<file path="src/rtl/uart_rx_param_pkg.sv">
// Shared definitions for the oversampling UART receiver: FSM state encodings
// and default parameter values.
package uart_rx_param_pkg;

  typedef enum logic [2:0] {
    RX_IDLE   = 3'd0,
    RX_START  = 3'd1,
    RX_DATA   = 3'd2,
    RX_PARITY = 3'd3,
    RX_STOP   = 3'd4
  } rx_state_t;

  localparam int DEF_DATA_BITS  = 8;
  localparam int DEF_OVERSAMPLE = 16;
  localparam int DEF_PARITY_EN  = 0;
  localparam int DEF_PARITY_ODD = 0;
  localparam int DEF_STOP_BITS  = 1;
  localparam int DEF_FIFO_DEPTH = 4;

endpackage

</file>
<file path="src/rtl/uart_rx_fifo.sv">
// Show-ahead FIFO: dout is the head entry combinationally, a push is visible the next cycle.
// Pop while empty is ignored; push while full is dropped unless a pop happens in the same cycle.
module uart_rx_fifo #(
  parameter int WIDTH = 10,
  parameter int DEPTH = 4
) (
  input  logic             clk,
  input  logic             rst_n,
  input  logic             push,
  input  logic             pop,
  input  logic [WIDTH-1:0] din,
  output logic [WIDTH-1:0] dout,
  output logic             empty,
  output logic             full
);
  localparam int AW = $clog2(DEPTH);

  logic [WIDTH-1:0] mem_q [DEPTH];
  logic [AW:0]      wr_ptr_q, wr_ptr_d;
  logic [AW:0]      rd_ptr_q, rd_ptr_d;
  logic             do_push, do_pop;

  // The extra pointer bit tells full from empty when the indices coincide.
  assign empty = (wr_ptr_q == rd_ptr_q);
  assign full  = (wr_ptr_q[AW] != rd_ptr_q[AW]) && (wr_ptr_q[AW-1:0] == rd_ptr_q[AW-1:0]);
  assign dout  = mem_q[rd_ptr_q[AW-1:0]];

  always_comb begin
    do_pop   = pop && !empty;
    do_push  = push && (!full || do_pop);
    wr_ptr_d = wr_ptr_q;
    rd_ptr_d = rd_ptr_q;
    if (do_push) wr_ptr_d = wr_ptr_q + (AW+1)'(1);
    if (do_pop)  rd_ptr_d = rd_ptr_q + (AW+1)'(1);
  end

  always_ff @(posedge clk or negedge rst_n) begin
    if (!rst_n) begin
      wr_ptr_q <= '0;
      rd_ptr_q <= '0;
    end else begin
      wr_ptr_q <= wr_ptr_d;
      rd_ptr_q <= rd_ptr_d;
    end
  end

  always_ff @(posedge clk) begin
    if (do_push) mem_q[wr_ptr_q[AW-1:0]] <= din;
  end

endmodule

</file>
<file path="src/rtl/uart_rx_param.sv">
// Oversampling UART receiver with 3-sample voting, parity/stop checks and a receive FIFO.
// rdy rises one cycle after the last-stop decision tick; frames arriving while the FIFO is full are dropped (sticky overrun).
module uart_rx_param
  import uart_rx_param_pkg::*;
#(
  parameter int DATA_BITS  = DEF_DATA_BITS,
  parameter int OVERSAMPLE = DEF_OVERSAMPLE,
  parameter int PARITY_EN  = DEF_PARITY_EN,
  parameter int PARITY_ODD = DEF_PARITY_ODD,
  parameter int STOP_BITS  = DEF_STOP_BITS,
  parameter int FIFO_DEPTH = DEF_FIFO_DEPTH
) (
  input  logic                 clk,
  input  logic                 rst_n,
  input  logic                 rx,
  input  logic                 tick,
  input  logic                 rd_en,
  input  logic                 clear_err,
  output logic                 rdy,
  output logic [DATA_BITS-1:0] out_rx,
  output logic                 frame_err,
  output logic                 parity_err,
  output logic                 overrun
);
  localparam int CW = $clog2(OVERSAMPLE);
  localparam int BW = $clog2(DATA_BITS+1);
  localparam int W  = DATA_BITS + 2;
  localparam logic [CW-1:0] CNT_S0   = CW'(OVERSAMPLE/2 - 1);
  localparam logic [CW-1:0] CNT_S1   = CW'(OVERSAMPLE/2);
  localparam logic [CW-1:0] CNT_DEC  = CW'(OVERSAMPLE/2 + 1);
  localparam logic [CW-1:0] CNT_LAST = CW'(OVERSAMPLE - 1);
  localparam logic          PAR_ODD  = (PARITY_ODD != 0);

  rx_state_t            state_q, state_d;
  logic                 rx_meta_q, rx_meta_d, rx_s_q, rx_s_d;
  logic [CW-1:0]        cnt_q, cnt_d;
  logic [BW-1:0]        bit_q, bit_d;
  logic [DATA_BITS-1:0] data_q, data_d;
  logic                 s0_q, s0_d, s1_q, s1_d;
  logic                 ferr_q, ferr_d, perr_q, perr_d;
  logic                 armed_q, armed_d, ovr_q, ovr_d;
  logic [W-1:0]         hold_q, hold_d;
  logic                 vote, at_dec, at_end, push;
  logic [W-1:0]         push_dat, fifo_dout, head;
  logic                 fifo_empty, fifo_full;

  uart_rx_fifo #(.WIDTH(W), .DEPTH(FIFO_DEPTH)) u_fifo (
    .clk   (clk),
    .rst_n (rst_n),
    .push  (push),
    .pop   (rd_en),
    .din   (push_dat),
    .dout  (fifo_dout),
    .empty (fifo_empty),
    .full  (fifo_full)
  );

  always_comb begin
    rx_meta_d = rx;
    rx_s_d    = rx_meta_q;
    state_d   = state_q;
    cnt_d     = cnt_q;
    bit_d     = bit_q;
    data_d    = data_q;
    s0_d      = s0_q;
    s1_d      = s1_q;
    ferr_d    = ferr_q;
    perr_d    = perr_q;
    armed_d   = armed_q;
    push      = 1'b0;
    push_dat  = {ferr_q | ~vote, perr_q, data_q};
    vote      = (s0_q & s1_q) | (s0_q & rx_s_q) | (s1_q & rx_s_q);
    at_dec    = tick && (cnt_q == CNT_DEC);
    at_end    = tick && (cnt_q == CNT_LAST);

    if (tick && state_q != RX_IDLE) begin
      cnt_d = at_end ? '0 : cnt_q + CW'(1);
      if (cnt_q == CNT_S0) s0_d = rx_s_q;
      if (cnt_q == CNT_S1) s1_d = rx_s_q;
    end

    case (state_q)
      RX_IDLE: begin
        if (tick) begin
          if (!armed_q) begin
            if (rx_s_q) armed_d = 1'b1;
          end else if (!rx_s_q) begin
            state_d = RX_START;
            cnt_d   = '0;
            ferr_d  = 1'b0;
            perr_d  = 1'b0;
          end
        end
      end
      RX_START: begin
        if (at_dec && vote) begin
          state_d = RX_IDLE;
        end else if (at_end) begin
          state_d = RX_DATA;
          bit_d   = '0;
        end
      end
      RX_DATA: begin
        if (at_dec) begin
          for (int i = 0; i < DATA_BITS; i++) begin
            if (bit_q == BW'(i)) data_d[i] = vote;
          end
        end
        if (at_end) begin
          if (bit_q == BW'(DATA_BITS-1)) begin
            state_d = (PARITY_EN != 0) ? RX_PARITY : RX_STOP;
            bit_d   = '0;
          end else begin
            bit_d = bit_q + BW'(1);
          end
        end
      end
      RX_PARITY: begin
        if (at_dec && (vote != ((^data_q) ^ PAR_ODD))) perr_d = 1'b1;
        if (at_end) begin
          state_d = RX_STOP;
          bit_d   = '0;
        end
      end
      RX_STOP: begin
        if (at_dec) begin
          if (!vote) ferr_d = 1'b1;
          // Leave half a bit early so the next start edge is never missed.
          if (bit_q == BW'(STOP_BITS-1)) begin
            push    = 1'b1;
            state_d = RX_IDLE;
            if (!vote || ferr_q) armed_d = 1'b0;
          end
        end else if (at_end) begin
          bit_d = bit_q + BW'(1);
        end
      end
      default: state_d = RX_IDLE;
    endcase
  end

  always_comb begin
    ovr_d = ovr_q;
    if (clear_err) ovr_d = 1'b0;
    if (push && fifo_full && !rd_en) ovr_d = 1'b1;
    head   = fifo_empty ? hold_q : fifo_dout;
    hold_d = head;
  end

  assign rdy        = !fifo_empty;
  assign out_rx     = head[DATA_BITS-1:0];
  assign parity_err = head[DATA_BITS];
  assign frame_err  = head[DATA_BITS+1];
  assign overrun    = ovr_q;

  always_ff @(posedge clk or negedge rst_n) begin
    if (!rst_n) begin
      state_q   <= RX_IDLE;
      rx_meta_q <= 1'b1;
      rx_s_q    <= 1'b1;
      cnt_q     <= '0;
      bit_q     <= '0;
      data_q    <= '0;
      s0_q      <= 1'b1;
      s1_q      <= 1'b1;
      ferr_q    <= 1'b0;
      perr_q    <= 1'b0;
      armed_q   <= 1'b1;
      ovr_q     <= 1'b0;
      hold_q    <= '0;
    end else begin
      state_q   <= state_d;
      rx_meta_q <= rx_meta_d;
      rx_s_q    <= rx_s_d;
      cnt_q     <= cnt_d;
      bit_q     <= bit_d;
      data_q    <= data_d;
      s0_q      <= s0_d;
      s1_q      <= s1_d;
      ferr_q    <= ferr_d;
      perr_q    <= perr_d;
      armed_q   <= armed_d;
      ovr_q     <= ovr_d;
      hold_q    <= hold_d;
    end
  end

endmodule

</file>
<file path="config.mk">
export PLATFORM = sky130hd
export DESIGN_NAME = uart_rx_param
export DESIGN_NICKNAME = d
export VERILOG_FILES = /design/src/rtl/uart_rx_param_pkg.sv /design/src/rtl/uart_rx_fifo.sv /design/src/rtl/uart_rx_param.sv
export SDC_FILE = /design/constraint.sdc
export NUM_CORES = 1
export LEC_CHECK = 0
export ABC_AREA = 1
export BUFFER_PORTS_ARGS = -buffer_cell sky130_fd_sc_hd__clkbuf_2
export CAP_MARGIN = 30
export CORE_ASPECT_RATIO = 1.5
export CORE_UTILIZATION = 60
export CTS_CLUSTER_SIZE = 40
export DETAILED_ROUTE_END_ITERATION = 8
export PLACE_DENSITY_LB_ADDON = 0.08
export SYNTH_ARGS = -nofsm -noshare
export SYNTH_HDL_FRONTEND = slang
export SYNTH_SLANG_ARGS = --single-unit
</file>
<file path="constraint.sdc">
create_clock -name clk -period 2.55 [get_ports clk]
set_input_delay 0.3825 -clock clk [delete_from_list [all_inputs] [get_ports clk]]
set_output_delay 0.3825 -clock clk [all_outputs]
set_load 0.01 [all_outputs]
</file>
==> results.toml <==
[status]
outcome = "finished, final reports clean"

[route]
num_vias = 2722
ant_nets = 0
via_per_inst = 5.337
wire_per_inst_microns = 13.99
drc = 0
drt_iter0_drc = 94
dr.pass1.iters = 4
wirelength_microns = 7133

[global_route]
gr-total-overflow = 0
grt_max_degree = 31
met3_usage_pct = 6.335
grt_pass1_vias = 2765
top_usage_layer = "met2"
antenna_found_initial = 0
track_usage_pct = 24.74
globalRouteMet2Util_pct = 45.85
use_met1_pct = 25.30
grt_pass1_wl_microns = 12230

[power]
ir_drop_mv = 0.4965
power.density_nw_per_um2 = 934.8
p_leak_nw = 1.856

[sta]
slew_viol_final = 0
skew_ns = 0.01091
fin_tns_setup_ns = 0
hold_viol_final = 0
rsz0062_at_grt = "false"
whs_ns = 0.1184
worstMarginPinSlew_ns = 0.7942
timing.slew.headroom_pct = 46.86
setup-violations-final = 0
finalCritPeriodShare_pct = 87.52
max_freq_mhz = 448.1
period_minus_slack_ns = 2.232

[finish]
area_growth_pct = 9.813
instances_no_fill = 510
final_layout_size_suffix_gt1_share_pct = 13.30
diodes = 0
layout.nets = 449
utilization_pct = 68.67

[floorplan]
core_sq_um = 6218
rows = 35
pin_count = 18
dieArea_sq_um = 6814
die_h_microns = 100.6
die_w_microns = 67.73
initial_utilization_pct = 62.54

[yosys]
ys_seq_elements = 83
synth_xor_area_share_pct = 2.027
synth_fp_nets = 424
synth-simple-area-share_pct = 21.04
synth_area_sq_um = 3889
synth_mux_area_share_pct = 0
synth_edf_count = 40
synth-compound-area-share_pct = 9.041
synthCells = 406
ys_types = 32
synthFlopType = "edfxtp_1"
yosys.area_share.adder_pct = 3.861
yosysSeqAreaShare_pct = 58.72
synth_top_family_by_area = "simple AND/OR/NAND/NOR gates"
ys_warn_count = 0
async_flop_share_pct = 51.81
syn_avg_cell_area_sq_um = 9.578

[placement]
dp_cells = 493
portBuffers = 17
dp_hpwl_microns = 5343
routabilityCongestion = 0.9247

[critical_path]
critPathKind = "reg -> out"
r2r_cells = 6
rr_endpoint = "u_fifo.mem_q[1][4]"
startpoint = "u_fifo.rd_ptr_q[0]"
critPathSlowestCell = "dfrtp_1"
required_ns = 2.17
end_kind = "output port"
path_max_fanout = 22
critical_path.cell_chain = "buf_4 > clkinvlp_4 > o21ai_0 > a31oi_1 > clkbuf_2"
regToRegSetupSlack_ns = 0.32
crit_cells = 5
cp_top_family = "buffers and inverters"
path_buf_inv = 3
endpoint = "out_rx[3]"
slowest_delay_ns = 0.38
r2r_start = "cnt_q[1]"
worstSetupStartpointType = "register"
worst_ep_arrival_time_ns = 1.85

[cts]
tritoncts = "done"
cts_made_buffers = 9
post-cts-setup-buffer-count = 0
clock_sinks = 83
cts_max_path_buffers = 2
cts_root_buf = "clkbuf_8"
h-tree-depth = 3
clk_latency_ns = 0.35
clk_pin_slew_ns = 0.08

[min_path]
min_path_cells = 1
hp-class = "in -> reg"

[run]
maxCapViolCount = 0
sequential cells by signal, summed over array words and instances, names as in the netlist, 3 cells and up:
register,cells
bit_q,4
cnt_q,4
data_q,8
hold_q,10
state_q,3
u_fifo.mem_q,40
u_fifo.rd_ptr_q,3
u_fifo.wr_ptr_q,3
repair_timing:
| action | CTS | global route |
|---|---|---|
| hold endpoints to repair | 13 | 0 |
| setup endpoints to repair | 0 | 1 |
| resized for setup | 0 | 1 |
| hold buffers | 1 | 0 |
worst register-to-register path: cells and delay by family (launching register included):
kind                       cells  cell delay [ns]
DFF                            1             0.40
buffers and inverters          2             0.25
adders and majority gates      1             0.19
and+or+nand+nor                3             1.01
synth_stat cells (3+ instances only):
cell	instances	area share, %
inv_1	41	4.0
nand2_1	75	7.2
dfrtp_1	38	24
nand4_1	8	1.3
nand3_1	10	1.3
buf_2	3	0.39
o21ai_0	37	4.8
a21oi_1	8	1.0
xor2_1	5	1.1
dfstp_2	5	3.4
xnor2_1	4	0.90
clkbuf_1	4	0.39
nor2_1	74	7.1
nor3_1	7	0.90
ha_1	12	3.9
a31oi_1	11	1.8
edfxtp_1	40	31
nand2_4	3	0.87
inv_2	5	0.48
cells by family (layout without fill, tap and decap cells):
family,Yosys count,in the layout
compound gates,63,63
xor+xnor,9,9
fa+ha+maj,12,12
buf+inv,54,84
flops,83,83
simple gates,185,185
routing by layer:
| layer | up-vias | share of wire, % |
|---|---|---|
| li1 | 1384 | - |
| met1 | 1286 | 40 |
| met2 | 45 | 56 |
| met3 | 7 | 2.6 |
| met4 | 0 | 1.3 |
| met5 | - | 0 |
through the flow:
step                      total power (W)  cell area (sq um)  setup slack, ns
after floorplan                  0.002702               3889           0.6454
after global placement           0.003038               4063           0.3641
after detailed placement         0.003086               4063           0.3057
after CTS                        0.004012               4267           0.2027
after global routing             0.004300               4270          0.07223
final                            0.003992               4270           0.3181
placed cells by master, fill, tap and decap left out, types with 3 or more instances in the layout:
cell type,n
nand2_1,75
nor2_1,74
inv_1,40
edfxtp_1,40
dfrtp_1,38
o21ai_0,37
clkbuf_2,17
ha_1,12
a31oi_1,11
nand3_1,10
clkbuf_8,9
nand4_1,8
a21oi_1,8
nor3_1,7
inv_2,5
xor2_1,5
dfstp_2,5
xnor2_1,4
buf_4,4
nand2_4,3
report_power, final:
part	total (W)	leakage (nW)	internal (W)	switching, W
Clock	0.000928	0.0954	0.000460	0.000468
Combinational	0.00136	0.829	0.000492	0.000865
Sequential	0.00171	0.931	0.00159	0.000119
how the worst min path moves through the flow:
stage	from	to	slack (ns)
final	rx	rx_meta_q	0.12
after global routing	rx	rx_meta_q	0.09
after CTS	rx	rx_meta_q	0.1
after detailed placement	rst_n	u_fifo.rd_ptr_q[0]	0.29
after global placement	rst_n	u_fifo.rd_ptr_q[2]	0.29
after floorplan	rst_n	bit_q[0]	0.09
cell type report:
type,count,area [sq um]
clock buffer,11,131.4
clock inverter,5,62.56
fill,478,1948
inverter,46,176.4
multi-input combinational,269,1399
sequential,83,2283
tap,74,92.59
timing repair buffer,22,125.1
No activity file was read; power rests on OpenSTA's default activity.
